===== src/rtl/fpa_norm_if.sv =====
// Bus between the F-PA arithmetic unit and its normalisation sequencer.
// The master side is F-PA (T status lines, start/ovf, unnormalised exponent).
// The slave side is fpa_norm (shift/clear requests, result exponent and flags).
// Exponents are two's complement, numbered MSB-first [0:EXP_W-1].
interface fpa_norm_if #(
    parameter int EXP_W = 8
);
    // Control from F-PA
    logic             start;
    logic             ovf;
    logic [0:EXP_W-1] exp_in;

    // T-register status lines, combinational from T
    logic             t0;
    logic             t1;
    logic             t_0_1;
    logic             t_2_7;
    logic             t_8_15;
    logic             t_16_23;
    logic             t_24_31;
    logic             t_32_39;

    // Requests and results from the sequencer
    logic             busy;
    logic             done;
    logic             shl;
    logic             shr;
    logic             zt;
    logic [0:EXP_W-1] exp_out;
    logic             zero;
    logic             uf;
    logic             of;

    modport master (
        output start, ovf, exp_in,
        output t0, t1, t_0_1, t_2_7, t_8_15, t_16_23, t_24_31, t_32_39,
        input  busy, done, shl, shr, zt, exp_out, zero, uf, of
    );

    modport slave (
        input  start, ovf, exp_in,
        input  t0, t1, t_0_1, t_2_7, t_8_15, t_16_23, t_24_31, t_32_39,
        output busy, done, shl, shr, zt, exp_out, zero, uf, of
    );
endinterface


===== src/rtl/fpa_norm.sv =====
// Normalisation sequencer for the F-PA unit.
// After an add/sub/mul it requests one-bit left shifts of T/M until t0 != t1,
// decrementing the exponent once per shift, and flags zero / underflow.
// Optional macro FPA_NORM_RIGHT_EN: on start with ovf=1, issue a single
// arithmetic right shift and increment the exponent (or flag overflow at the
// most positive exponent). Without it, ovf is ignored and shr/of are tied 0.
module fpa_norm #(
    parameter int EXP_W     = 8,
    parameter int MAX_SHIFT = 39
) (
    input  logic          clk_sys,
    input  logic          clr,
    fpa_norm_if.slave     bus
);

    localparam int CNT_W = $clog2(MAX_SHIFT + 1);

    localparam logic [0:EXP_W-1] EXP_MIN = {1'b1, {(EXP_W-1){1'b0}}};
`ifdef FPA_NORM_RIGHT_EN
    localparam logic [0:EXP_W-1] EXP_MAX = {1'b0, {(EXP_W-1){1'b1}}};
`endif

`ifdef FPA_NORM_RIGHT_EN
    typedef enum logic [2:0] {
        IDLE   = 3'd0,
        CHECK  = 3'd1,
        SHIFT  = 3'd2,
        RSHIFT = 3'd3,
        DONE   = 3'd4
    } state_t;
`else
    typedef enum logic [2:0] {
        IDLE   = 3'd0,
        CHECK  = 3'd1,
        SHIFT  = 3'd2,
        DONE   = 3'd4
    } state_t;
`endif

    state_t           state_q, state_d;
    logic [0:EXP_W-1] exp_q,   exp_d;
    logic             zero_q,  zero_d;
    logic             uf_q,    uf_d;
    logic [CNT_W-1:0] cnt_q,   cnt_d;

    logic             shl_c;
    logic             zt_c;
    logic             done_c;

`ifdef FPA_NORM_RIGHT_EN
    logic             of_q, of_d;
    logic             shr_c;
`else
    // ovf has no meaning when the right-shift path is not built.
    logic             unused_ovf;
    assign unused_ovf = bus.ovf;
`endif

    // Any bit of T set; all six OR-groups clear means a zero mantissa.
    logic t_nonzero;
    assign t_nonzero = bus.t_0_1 | bus.t_2_7 | bus.t_8_15 |
                       bus.t_16_23 | bus.t_24_31 | bus.t_32_39;

    // Top two bits disagree: mantissa is already normalised.
    logic t_norm;
    assign t_norm = bus.t0 ^ bus.t1;

    // Next-state, next-data and per-state request decoding.
    always_comb begin
        // NOTE: every signal gets a default before the case, so no path can
        // leave one unassigned and infer a latch.
        state_d = state_q;
        exp_d   = exp_q;
        zero_d  = zero_q;
        uf_d    = uf_q;
        cnt_d   = cnt_q;
        shl_c   = 1'b0;
        zt_c    = 1'b0;
        done_c  = 1'b0;
`ifdef FPA_NORM_RIGHT_EN
        of_d    = of_q;
        shr_c   = 1'b0;
`endif

        case (state_q)
            IDLE: begin
                if (bus.start) begin
                    exp_d  = bus.exp_in;
                    zero_d = 1'b0;
                    uf_d   = 1'b0;
                    cnt_d  = '0;
`ifdef FPA_NORM_RIGHT_EN
                    of_d   = 1'b0;
                    if (bus.ovf) begin
                        if (bus.exp_in == EXP_MAX) begin
                            // Exponent cannot absorb the carry: flag and skip the shift.
                            of_d    = 1'b1;
                            state_d = DONE;
                        end else begin
                            state_d = RSHIFT;
                        end
                    end else begin
                        state_d = CHECK;
                    end
`else
                    state_d = CHECK;
`endif
                end
            end

            CHECK: begin
                if (!t_nonzero) begin
                    zero_d  = 1'b1;
                    exp_d   = '0;
                    state_d = DONE;
                end else if (t_norm) begin
                    state_d = DONE;
                end else if (exp_q == EXP_MIN) begin
                    // Another shift would take the exponent below range: flush T.
                    uf_d    = 1'b1;
                    zt_c    = 1'b1;
                    zero_d  = 1'b1;
                    exp_d   = '0;
                    state_d = DONE;
                end else if (cnt_q == CNT_W'(MAX_SHIFT)) begin
                    state_d = DONE;
                end else begin
                    state_d = SHIFT;
                end
            end

            SHIFT: begin
                shl_c   = 1'b1;
                exp_d   = exp_q - EXP_W'(1);
                cnt_d   = cnt_q + CNT_W'(1);
                state_d = CHECK;
            end

`ifdef FPA_NORM_RIGHT_EN
            RSHIFT: begin
                shr_c   = 1'b1;
                exp_d   = exp_q + EXP_W'(1);
                state_d = DONE;
            end
`endif

            DONE: begin
                done_c  = 1'b1;
                state_d = IDLE;
            end

            default: begin
                state_d = IDLE;
            end
        endcase
    end

    // State and datapath registers with synchronous clear.
    always_ff @(posedge clk_sys) begin
        // NOTE: sequential state uses non-blocking assignments so every
        // register samples pre-edge values regardless of statement order.
        if (clr) begin
            state_q <= IDLE;
            exp_q   <= '0;
            zero_q  <= 1'b0;
            uf_q    <= 1'b0;
            cnt_q   <= '0;
`ifdef FPA_NORM_RIGHT_EN
            of_q    <= 1'b0;
`endif
        end else begin
            state_q <= state_d;
            exp_q   <= exp_d;
            zero_q  <= zero_d;
            uf_q    <= uf_d;
            cnt_q   <= cnt_d;
`ifdef FPA_NORM_RIGHT_EN
            of_q    <= of_d;
`endif
        end
    end

    assign bus.busy    = (state_q != IDLE);
    assign bus.done    = done_c;
    assign bus.shl     = shl_c;
    assign bus.zt      = zt_c;
    assign bus.exp_out = exp_q;
    assign bus.zero    = zero_q;
    assign bus.uf      = uf_q;
`ifdef FPA_NORM_RIGHT_EN
    assign bus.shr     = shr_c;
    assign bus.of      = of_q;
`else
    assign bus.shr     = 1'b0;
    assign bus.of      = 1'b0;
`endif

endmodule


===== src/flat_wrapper.sv =====
// flat-port wrapper written by rule: the top's interface ports become plain ports
module fpa_norm_flat 
#(
    parameter int EXP_W     = 8,
    parameter int MAX_SHIFT = 39
)
  (clk_sys, clr, bus_start, bus_ovf, bus_exp_in, bus_t0, bus_t1, bus_t_0_1, bus_t_2_7, bus_t_8_15, bus_t_16_23, bus_t_24_31, bus_t_32_39, bus_busy, bus_done, bus_shl, bus_shr, bus_zt, bus_exp_out, bus_zero, bus_uf, bus_of);
  fpa_norm_if #(.EXP_W(EXP_W)) bus_i ();
  input  logic clk_sys;
  input  logic clr;
  input wire logic [$bits(bus_i.start)-1:0] bus_start;
  input wire logic [$bits(bus_i.ovf)-1:0] bus_ovf;
  input wire logic [$bits(bus_i.exp_in)-1:0] bus_exp_in;
  input wire logic [$bits(bus_i.t0)-1:0] bus_t0;
  input wire logic [$bits(bus_i.t1)-1:0] bus_t1;
  input wire logic [$bits(bus_i.t_0_1)-1:0] bus_t_0_1;
  input wire logic [$bits(bus_i.t_2_7)-1:0] bus_t_2_7;
  input wire logic [$bits(bus_i.t_8_15)-1:0] bus_t_8_15;
  input wire logic [$bits(bus_i.t_16_23)-1:0] bus_t_16_23;
  input wire logic [$bits(bus_i.t_24_31)-1:0] bus_t_24_31;
  input wire logic [$bits(bus_i.t_32_39)-1:0] bus_t_32_39;
  output wire logic [$bits(bus_i.busy)-1:0] bus_busy;
  output wire logic [$bits(bus_i.done)-1:0] bus_done;
  output wire logic [$bits(bus_i.shl)-1:0] bus_shl;
  output wire logic [$bits(bus_i.shr)-1:0] bus_shr;
  output wire logic [$bits(bus_i.zt)-1:0] bus_zt;
  output wire logic [$bits(bus_i.exp_out)-1:0] bus_exp_out;
  output wire logic [$bits(bus_i.zero)-1:0] bus_zero;
  output wire logic [$bits(bus_i.uf)-1:0] bus_uf;
  output wire logic [$bits(bus_i.of)-1:0] bus_of;
  assign bus_i.start = bus_start;
  assign bus_i.ovf = bus_ovf;
  assign bus_i.exp_in = bus_exp_in;
  assign bus_i.t0 = bus_t0;
  assign bus_i.t1 = bus_t1;
  assign bus_i.t_0_1 = bus_t_0_1;
  assign bus_i.t_2_7 = bus_t_2_7;
  assign bus_i.t_8_15 = bus_t_8_15;
  assign bus_i.t_16_23 = bus_t_16_23;
  assign bus_i.t_24_31 = bus_t_24_31;
  assign bus_i.t_32_39 = bus_t_32_39;
  assign bus_busy = bus_i.busy;
  assign bus_done = bus_i.done;
  assign bus_shl = bus_i.shl;
  assign bus_shr = bus_i.shr;
  assign bus_zt = bus_i.zt;
  assign bus_exp_out = bus_i.exp_out;
  assign bus_zero = bus_i.zero;
  assign bus_uf = bus_i.uf;
  assign bus_of = bus_i.of;
  fpa_norm #(.EXP_W(EXP_W), .MAX_SHIFT(MAX_SHIFT)) u_core (.clk_sys(clk_sys), .clr(clr), .bus(bus_i));
endmodule

===== config.mk =====
export PLATFORM = sky130hd
export DESIGN_NAME = fpa_norm_flat
export DESIGN_NICKNAME = d
export VERILOG_FILES = /design/src/rtl/fpa_norm_if.sv /design/src/rtl/fpa_norm.sv /design/src/flat_wrapper.sv
export SDC_FILE = /design/constraint.sdc
export NUM_CORES = 1
export LEC_CHECK = 0
export BUFFER_PORTS_ARGS = -buffer_cell sky130_fd_sc_hd__buf_4
export CAP_MARGIN = 0
export CORE_ASPECT_RATIO = 1.1
export CORE_MARGIN = 2
export CORE_UTILIZATION = 50
export CTS_CLUSTER_DIAMETER = 120
export DETAILED_ROUTE_END_ITERATION = 10
export GPL_ROUTABILITY_DRIVEN = 1
export PLACE_DENSITY = 0.78
export SETUP_SLACK_MARGIN = 0.3
export SLEW_MARGIN = 20
export SYNTH_ARGS = -nofsm -noshare
export SYNTH_HDL_FRONTEND = slang
export SYNTH_SLANG_ARGS = --single-unit

===== constraint.sdc =====
create_clock -name clk_sys -period 3.1 [get_ports clk_sys]
set_clock_uncertainty 0.05 [all_clocks]
set_input_delay 0.31 -clock clk_sys [delete_from_list [all_inputs] [get_ports clk_sys]]
set_output_delay 0.31 -clock clk_sys [all_outputs]
set_load 0.02 [all_outputs]

* After elaboration in Yosys (flattened, before gate mapping)
Index checks and enable logic that the tools add are counted.
** Storage, ports and cells
- Register bits after elaboration :: 19
- Input bits :: 20
- Output and inout port bits :: 16
** Operators by class
- Mux-type cells :: 26
- Add/subtract/negate cells :: 2
- Bitwise gates (word level) :: 6
- Equal/unequal tests :: 11
- Reduce and logical (&&, ||, !) cells :: 9
** Operators by type and width (count)
- $mux W8 :: 4
- $pmux W8 S3 :: 1
- $mux W3 :: 5
- $pmux W6 S2 :: 1
- $mux W1 :: 11
- $pmux W3 S3 :: 1
- $eq A8 B8 Y1 const B :: 1
- $reduce_and A4 Y1 :: 2
- $sub A8 B1 Y8 const B :: 1
- $add A6 B1 Y6 const B :: 1
- $eq A6 B6 Y1 const B :: 1
- $mux W6 :: 1
- $ne A3 B3 Y1 const B :: 2
- $reduce_bool A3 Y1 :: 2
- $or A1 B1 Y1 :: 5
- $reduce_and A5 Y1 :: 1
- $ne A2 B1 Y1 const B :: 2
- $ne A2 B2 Y1 const B :: 2
- $pmux W1 S2 :: 2
- $reduce_bool A2 Y1 :: 2
- $eq A3 B1 Y1 const B :: 1
- $eq A3 B2 Y1 const B :: 1
- $eq A3 B3 Y1 const B :: 1
- $logic_not A3 Y1 :: 1
- 2 further kinds :: 2

* Logic depth before layout (Yosys ltp)
Gate-level depths: netlist of run 1.
- Depth after elaboration :: 7
- Depth in mapped cells :: 8
- Gate-level depth less buffers :: 6

* Least setup slack after synthesis of run 1
OpenSTA, ideal clock, no wires.
- Path type :: flip-flop to output port
- From :: register u_core.exp_q, in the netlist u_core.bus.exp_out[5]
- To :: output port bus_zt
- Stages on the path, launching flop included :: 6
- Buffers on the path :: 2
- Path slack :: 0.492 ns
- Data arrival time :: 2.248 ns
- Path through :: dfxtp_1 or4_1 buf_2 or4_4 buf_6 nor3_1
** On the way
- Longest elaborated chain between the ends :: 5
** RTL lines
- start, declared :: RTL line fpa_norm.sv:41 : logic [0:EXP_W-1] exp_q, exp_d;
- start signal, assigned :: RTL line fpa_norm.sv:173 : exp_q <= exp_d;
- $eq A8 B8 Y1 :: RTL line fpa_norm.sv:118 : end else if (exp_q == EXP_MIN) begin
- $mux W1 :: RTL line fpa_norm.sv:118
- $mux W1 :: RTL line fpa_norm.sv:116 : end else if (t_norm) begin
- $mux W1 :: RTL line fpa_norm.sv:112 : if (!t_nonzero) begin
- $mux W1 :: RTL line fpa_norm.sv:85 : case (state_q)
- end, declared :: RTL line flat_wrapper.sv:26 : output wire logic [$bits(bus_i.zt)-1:0] bus_zt;
Every way passes these cells.

* Worst setup path in the final report of run 1
Ends and elaborated chain as after synthesis.

==> impl_metrics.env, run 1 <==
export IMPL_status="finished clean"
export IMPL_top_layer="met4"
export IMPL_synth_seq_area_share_pct=31.63
export IMPL_finalSetupTns_ns=0
export IMPL_power_mw=0.6110
export IMPL_worst_slack_ns=0.4164
export IMPL_grt_max_degree=25
export IMPL_synthesis_area_um2=1202
export IMPL_reg2reg_from="u_core.bus.exp_out[5]"
export IMPL_track_usage_pct=21.42
export IMPL_crit_path_start_kind="flop"
export IMPL_dp_hpwl_um=2141
export IMPL_diodes=0
export IMPL_syn_inst=146
export IMPL_nets=195
export IMPL_drt_iter0_drc=35
export IMPL_synth_top_family_by_area="simple AND/OR/NAND/NOR gates"
export IMPL_fmax_ghz=0.3726
export IMPL_cts_tree="done"
export IMPL_seqPwrFrac_pct=46.9
export IMPL_fillers=210
export IMPL_dp_slack_ns=0.6762
export IMPL_drtPass1Iterations=4
export IMPL_tightestPinTransition_ns=0.5291
export IMPL_internal_power_mw=0.4007
export IMPL_port_buffers=32
export IMPL_final_cell_mix="32 x buf_4, 19 x dfxtp_1, 16 x a21oi_1"
export IMPL_p_sw_mw=0.2103
export IMPL_setup_viol=0
export IMPL_async_flop_share_pct=0
export IMPL_grt_overflow=0
export IMPL_hold_ws_ns=0.2519
export IMPL_fp_row_count=18
export IMPL_fp_dieH_um=55.43
export IMPL_path_max_fanout=7
export IMPL_synth_warnings=0
export IMPL_grt_pass1_wl_um=4761
export IMPL_wl_met2_um=1501
export IMPL_root_buffer="clkbuf_4"
export IMPL_min_path_cells=3
export IMPL_synth_area_leaders="dfxtp_1 32%, a21oi_1 6.7%, nor2_1 4.1%, ha_1 3.1%, or3_1 2.6%"
export IMPL_yosysTopAreaCell="dfxtp_1"
export IMPL_synth_top_area_share_pct=31.63
export IMPL_cts_buffers=3
export IMPL_r2r_cells=4
export IMPL_initial_core_util_pct=53.39
export IMPL_synthMuxAreaShare_pct=4.683
export IMPL_leakage_nw=0.6510
export IMPL_cts_buffer_depth=2
export IMPL_post_route_cells_drive_above_1_share_pct=26.32
export IMPL_synth_edf_count=0
export IMPL_num_vias=1210
export IMPL_dp_cells=197
export IMPL_finalWirelength_um=2895
export IMPL_placed_cell_area_um2=1421
export IMPL_ant_nets=0
export IMPL_rr_endpoint="u_core.bus.exp_out[5]"
export IMPL_wl_met3_um=162
export IMPL_end_kind="output pin"
export IMPL_hold_viol_final=0
export IMPL_clk_pin_slew_ns=0.11
export IMPL_holdCritStartpoint="bus_exp_in[7]"
export IMPL_reg2reg_slack_ns=0.83
export IMPL_wire_per_inst_um=14.40
export IMPL_fp_dieW_um=50.76
export IMPL_antenna_found_initial=0
export IMPL_post_cts_resized=0
export IMPL_synth_cell_types=46
export IMPL_fin_cells=201
export IMPL_max_vdd_ir_drop_mv=0.2675
export IMPL_grt_pass1_vias=1075
export IMPL_post_route_period_util_pct=86.57
export IMPL_rsz0062_at_grt="false"
export IMPL_synthXorXnorAreaFrac_pct=2.914
export IMPL_power_density_nw_per_um2=420.6
export IMPL_p_clk_share_pct=21.0
export IMPL_synth_seq_cells=19
export IMPL_synth_compound_area_share_pct=22.58
export IMPL_postLayoutCoreUtil_pct=64.50
export IMPL_critPathKind="reg2out"
export IMPL_switching_share_pct=34.41
export IMPL_viasPerCell=6.020
export IMPL_ios=36
export IMPL_die_area_um2=2813
export IMPL_wl_met1_um=1213
export IMPL_final_area_um2=1453
export IMPL_min_to="u_core.bus.exp_out[0]"
export IMPL_slew_viol_final=0
export IMPL_cts_hold_fix_buffers=0
export IMPL_final_common_cell="buf_4"
export IMPL_max_slew_margin_pct=64.23
export IMPL_drc_errors=0
export IMPL_core_um2=2252
export IMPL_hp_class="in2reg"
export IMPL_cts_setup_buffers=0
export IMPL_worstPathArrival_ns=2.32
export IMPL_synthFlopType="dfxtp_1"
export IMPL_gp_congestion=0.7678
export IMPL_cp_required_ns=2.74
export IMPL_area_growth_pct=20.81
export IMPL_avgSynthCellArea_um2=8.236
export IMPL_power_frac_comb_pct=32.1
export IMPL_clk_insertion_delay_late_ns=0.30
export IMPL_max_cap_viol_count=0
export IMPL_h_tree_depth=1
export IMPL_fin_crit_ns=2.684
export IMPL_synth_adder_area_share_pct=3.122
export IMPL_yosys_area_share_simple_pct=28.30
export IMPL_clock_sinks=19
==> cells by family (layout without fill, tap and decap cells) <==
family	count (synthesis)	in the layout
other	1	2
and+or+nand+nor	60	60
adders and majority gates	3	3
xor gates and xnor gates	4	4
DFF	19	19
muxes	5	5
buffers and inverters	16	40
AOI/OAI and AO/OA	38	38
==> flip-flops by register name (all words and copies together), names as in the netlist <==
signal and flops:
u_core.cnt_q 6, u_core.bus.uf 1, u_core.state_q 3, u_core.bus.zero 1, u_core.bus.exp_out 8
==> power groups by stage <==
stage | clock, mW | sequential (mW) | combinational [mW]
finish | 0.128 | 0.286 | 0.196
global route | 0.140 | 0.290 | 0.215
CTS | 0.132 | 0.285 | 0.194
detailed placement | 0 | 0.291 | 0.193
global placement | 0 | 0.289 | 0.188
floorplan | 0 | 0.298 | 0.123
==> worst max-delay path, stage by stage, from the launching register on <==
cell and delay [ns]:
dfxtp_1 0.39, or4_4 0.60, or4_4 0.55, nor3_1 0.28
buf_4 0.19
==> synthesized netlist by cell type (2+ instances only) <==
cell type	n
o31ai_1	2
inv_1	3
o211a_1	3
a211oi_1	3
nand2_1	7
nand4_1	2
buf_4	2
nor4_1	3
nor3_1	6
dfxtp_1	19
a311o_1	3
and3_1	2
or4_1	3
a211o_1	2
ha_1	3
a31oi_1	2
nor2b_1	2
clkbuf_1	7
nor2_1	13
a21oi_1	16
or3b_2	2
nand2b_1	3
xor2_1	3
or3_1	5
nor3b_1	4
nand3_1	3
mux2i_1	3
buf_2	2
==> cell type report <==
cell class	instances	area (µm²)	share of cell area [%]
clock buffer	3	22.52	1.550
tap	30	37.54	2.584
sequential	19	380.4	26.18
multi-input combinational	112	752.0	51.77
clock inverter	1	5.005	0.3445
inverter	4	15.01	1.034
timing repair buffer	32	240.2	16.54
==> per-layer routing <==
metal | global-route usage (%) | vias up
met5 | 0 | -
met4 | 6.950 | 0
met3 | 3.243 | 2
met2 | 36.09 | 40
met1 | 27.66 | 579
li1 | - | 589
==> worst max path at each step <==
| stage | start | to | slack, ns | depth (start not counted) |
|---|---|---|---|---|
| after global placement | u_core.bus.exp_out[5] | bus_zt | 0.70 | 4 |
| after detailed placement | u_core.bus.exp_out[5] | bus_zt | 0.68 | 4 |
| after CTS | u_core.bus.exp_out[5] | bus_zt | 0.33 | 4 |
| after floorplan | u_core.bus.exp_out[5] | bus_zt | 0.49 | 5 |
| final | u_core.bus.exp_out[5] | bus_zt | 0.42 | 4 |
| after global routing | u_core.bus.exp_out[5] | bus_zt | 0.33 | 4 |
Note: power is estimated with default switching activity, not from simulation.
==> run 2: changes to the inputs <==
CELL_PAD_IN_SITES_DETAIL_PLACEMENT = 1   (was unset)
CELL_PAD_IN_SITES_GLOBAL_PLACEMENT = 1   (was unset)
CORE_ASPECT_RATIO = 0.7   (was 1.1)
CORE_UTILIZATION = 36   (was 50)
PLACE_DENSITY = unset   (was 0.78)
PLACE_DENSITY_LB_ADDON = 0.1   (was unset)
==> impl_metrics.env, run 2 (synthesis gave the netlist of run 1 again) <==
export IMPL_initial_core_util_pct=37.94
export IMPL_area_growth_pct=23.10
export IMPL_fin_cells=209
export IMPL_power_density_nw_per_um2=456.0
export IMPL_r2r_cells=4
export IMPL_rr_endpoint="u_core.bus.exp_out[5]"
export IMPL_viasPerCell=5.689
export IMPL_finalWirelength_um=3614
export IMPL_wire_per_inst_um=17.29
export IMPL_max_slew_margin_pct=56.30
export IMPL_reg2reg_slack_ns=0.81
export IMPL_min_path_cells=3
export IMPL_fp_dieH_um=52.36
export IMPL_post_route_period_util_pct=86.09
export IMPL_clk_pin_slew_ns=0.08
export IMPL_cts_buffers=3
export IMPL_gp_congestion=0.8151
export IMPL_fmax_ghz=0.3747
export IMPL_critPathKind="reg2out"
export IMPL_dp_cells=205
export IMPL_drc_errors=0
export IMPL_clock_sinks=19
export IMPL_worstPathArrival_ns=2.31
export IMPL_reg2reg_from="u_core.bus.exp_out[5]"
export IMPL_cts_buffer_depth=2
export IMPL_crit_slowest_cell="or4_4"
export IMPL_cp_required_ns=2.74
export IMPL_grt_pass1_wl_um=5885
export IMPL_rsz0062_at_grt="false"
export IMPL_postLayoutCoreUtil_pct=46.70
export IMPL_ios=36
export IMPL_clk_insertion_delay_late_ns=0.26
export IMPL_num_vias=1189
export IMPL_slew_viol_final=0
export IMPL_fp_row_count=17
export IMPL_fp_dieW_um=73.08
export IMPL_max_cap_viol_count=0
export IMPL_fin_crit_ns=2.669
export IMPL_hold_viol_final=0
export IMPL_dp_hpwl_um=2736
export IMPL_nets=195
export IMPL_h_tree_depth=1
export IMPL_core_um2=3169
export IMPL_drtPass1Iterations=4
export IMPL_antenna_found_initial=0
export IMPL_port_buffers=32
export IMPL_die_area_um2=3826
export IMPL_finalSetupTns_ns=0
export IMPL_largest_reg_flops=8
export IMPL_root_buffer="clkbuf_8"
export IMPL_max_vdd_ir_drop_mv=0.2990
export IMPL_grt_overflow=0
export IMPL_cp_slowest_stage_delay_ns=0.60
export IMPL_leakage_nw=0.6560
export IMPL_drt_iter0_drc=88
export IMPL_min_to="u_core.bus.exp_out[0]"
export IMPL_end_kind="output pin"
export IMPL_dp_slack_ns=0.6411
export IMPL_holdCritStartpoint="bus_exp_in[7]"
export IMPL_setup_viol=0
export IMPL_worst_slack_ns=0.4312
export IMPL_hp_class="in2reg"
export IMPL_track_usage_pct=20.59
export IMPL_path_max_fanout=7
export IMPL_crit_family="simple AND/OR/NAND/NOR gates"
export IMPL_grt_pass1_vias=1151
export IMPL_diodes=0
export IMPL_final_common_cell="buf_4"
export IMPL_power_mw=0.6749
export IMPL_status="finished clean"
export IMPL_grt_max_degree=25
export IMPL_cts_tree="done"
export IMPL_crit_path_frequent_cell="or4_4"
export IMPL_post_route_cells_drive_above_1_share_pct=25.73
export IMPL_ant_nets=0
export IMPL_final_cell_mix="32 x buf_4, 19 x dfxtp_1, 16 x a21oi_1"
export IMPL_cp_num_buf_inv=1
export IMPL_crit_path_start_kind="flop"
export IMPL_crit_chain="or4_4, or4_4, nor3_1, buf_4"
export IMPL_tightestPinTransition_ns=0.6542
[run 2: per-stage QoR]
stage               instance area [µm²]  hold WS, ns
detailed placement                 1431       0.4054
floorplan                          1206       0.4101
CTS                                1476       0.2929
global placement                   1431       0.3936
global route                       1480       0.3371
finish                             1480       0.2933
[run 2: layout make-up]
| type | count | area (µm²) |
|---|---|---|
| sequential | 19 | 380.4 |
| fill | 399 | 1689 |
| inverter | 4 | 15.01 |
| clock buffer | 4 | 45.04 |
| timing repair buffer | 32 | 240.2 |
| tap | 38 | 47.55 |
| multi-input combinational | 112 | 752.0 |
[run 2: how the worst max path moves through the flow]
stage | startpoint | to | slack (ns) | depth (start not counted)
after floorplan | u_core.bus.exp_out[5] | bus_zt | 0.49 | 5
after global placement | u_core.bus.exp_out[5] | bus_zt | 0.67 | 4
after detailed placement | u_core.bus.exp_out[5] | bus_zt | 0.64 | 4
after CTS | u_core.bus.exp_out[5] | bus_zt | 0.36 | 4
after global routing | u_core.bus.exp_out[5] | bus_zt | 0.39 | 4
final | u_core.bus.exp_out[5] | bus_zt | 0.43 | 4
[run 2: worst register-to-register path: stages (launching register included)]
cell and delay, ns:
dfxtp_1 0.38, or4_4 0.60, or4_4 0.56, a31o_4 0.29, mux2_4 0.30
[run 2: where the power goes]
group          switching (mW)  internal (mW)  total, mW
logic                   0.111         0.0942      0.206
clock network          0.0898         0.0916      0.181
registers              0.0284          0.259      0.288
total                   0.230          0.445      0.675
[run 2: routing by layer]
| layer | vias to the layer above | routed length, µm | GRT usage, % |
|---|---|---|---|
| met4 | 0 | 9 | 3.395 |
| li1 | 590 | - | - |
| met3 | 2 | 188 | 4.808 |
| met2 | 30 | 1517 | 31.23 |
| met5 | - | 0 | 0 |
| met1 | 567 | 1899 | 29.88 |
[run 2: repair_timing]
| action | CTS | global route |
|---|---|---|
| gates resized for setup | 0 | 1 |
| setup endpoints to repair | 0 | 1 |
| hold buffers | 0 | 0 |
| setup buffers | 0 | 0 |
| hold endpoints to repair | 0 | 0 |
==> run 3: changes to the inputs <==
--- a/constraint.sdc
+++ b/constraint.sdc
@@ -3,3 +3,3 @@
 set_input_delay 0.31 -clock clk_sys [delete_from_list [all_inputs] [get_ports clk_sys]]
 set_output_delay 0.31 -clock clk_sys [all_outputs]
-set_load 0.02 [all_outputs]
+set_load 0.1 [all_outputs]
==> impl_metrics.env, run 3 (synthesis gave the netlist of run 1 again) <==
export IMPL_gp_congestion=0.7971
export IMPL_clock_sinks=19
export IMPL_power_mw=0.7665
export IMPL_hold_viol_final=0
export IMPL_post_route_period_util_pct=87.10
export IMPL_critPathKind="reg2out"
export IMPL_area_growth_pct=25.18
export IMPL_wire_per_inst_um=16.07
export IMPL_post_cts_resized=0
export IMPL_leakage_nw=0.6621
export IMPL_fp_dieH_um=52.36
export IMPL_final_cell_mix="32 x buf_4, 16 x a21oi_1, 15 x dfxtp_1"
export IMPL_core_um2=3169
export IMPL_cts_setup_buffers=0
export IMPL_fp_row_count=17
export IMPL_worstPathArrival_ns=2.34
export IMPL_max_vdd_ir_drop_mv=0.2280
export IMPL_max_slew_margin_pct=55.16
export IMPL_drt_iter0_drc=27
export IMPL_fmax_ghz=0.3704
export IMPL_path_max_fanout=7
export IMPL_cts_tree="done"
export IMPL_grt_pass1_wl_um=5658
export IMPL_diodes=0
export IMPL_tightestPinTransition_ns=0.6632
export IMPL_ant_nets=0
export IMPL_slew_viol_final=0
export IMPL_track_usage_pct=19.53
export IMPL_cts_buffers=3
export IMPL_final_common_cell="buf_4"
export IMPL_ios=36
export IMPL_root_buffer="clkbuf_8"
export IMPL_cp_required_ns=2.74
export IMPL_clk_pin_slew_ns=0.07
export IMPL_status="finished clean"
export IMPL_viasPerCell=5.689
export IMPL_cts_hold_fix_buffers=0
export IMPL_finalWirelength_um=3358
export IMPL_port_buffers=32
export IMPL_grt_max_degree=25
export IMPL_finalSetupTns_ns=0
export IMPL_antenna_found_initial=0
export IMPL_end_kind="output pin"
export IMPL_nets=195
export IMPL_fin_crit_ns=2.700
export IMPL_grt_pass1_vias=1097
export IMPL_clk_insertion_delay_late_ns=0.25
export IMPL_rsz0062_at_grt="false"
export IMPL_drc_errors=0
export IMPL_cts_buffer_depth=2
export IMPL_initial_core_util_pct=37.94
export IMPL_dp_hpwl_um=2559
export IMPL_fp_dieW_um=73.08
export IMPL_crit_path_start_kind="flop"
export IMPL_grt_overflow=0
export IMPL_hp_class="in2reg"
export IMPL_h_tree_depth=1
export IMPL_largest_reg_flops=8
export IMPL_num_vias=1189
export IMPL_die_area_um2=3826
export IMPL_post_route_cells_drive_above_1_share_pct=28.65
export IMPL_max_cap_viol_count=0
export IMPL_power_density_nw_per_um2=509.2
export IMPL_drtPass1Iterations=4
export IMPL_setup_viol=0
run 3: final timing paths:
kind	startpoint	to	slack, ns	cells after the start
worst max-delay path	u_core.bus.exp_out[5]	bus_zt	0.40	4
worst max register to register	u_core.bus.exp_out[5]	u_core.bus.exp_out[5]	0.74	4
worst min register to register	u_core.bus.zero	u_core.bus.zero	0.41	2
worst min-delay path	bus_exp_in[5]	u_core.bus.exp_out[2]	0.29	3
run 3: cell type report:
class / instances / area [µm²]
clock buffer: 4 / 45.04
multi-input combinational: 112 / 764.5
inverter: 4 / 15.01
timing repair buffer: 32 / 240.2
sequential: 19 / 392.9
tap: 38 / 47.55
fill: 366 / 1664
run 3: worst max-delay path: stages (launching register included):
cell	delay (ns)
dfxtp_4	0.37
or4_1	0.64
or4_4	0.60
nor3_4	0.15
buf_4	0.32
run 3: routing by layer:
| metal | part of all wire [%] | wire (µm) | track usage (%) | vias up |
|---|---|---|---|---|
| met5 | 0 | 0 | 0 | - |
| met4 | 0.30 | 10 | 2.778 | 0 |
| met2 | 43 | 1438 | 28.38 | 33 |
| li1 | - | - | - | 583 |
| met3 | 4.7 | 159 | 4.038 | 2 |
| met1 | 52 | 1750 | 29.80 | 571 |
run 3: power breakdown:
part           switching, mW  internal, mW
clock network         0.0828        0.0914
logic                  0.212        0.0919
registers             0.0274         0.261
total                  0.322         0.444
run 3: through the flow:
step | std cells | hold WS, ns | cell area (µm²) | setup slack [ns] | utilization [%]
floorplan | 147 | 0.4101 | 1235 | 0.2411 | -
global placement | 205 | 0.3987 | 1460 | 0.7235 | 46.07
detailed placement | 205 | 0.4086 | 1460 | 0.6915 | 46.07
CTS | 209 | 0.2996 | 1505 | 0.3957 | 47.49
global route | 209 | 0.3237 | 1505 | 0.3078 | 47.49
finish | 209 | 0.2936 | 1505 | 0.4000 | 47.49
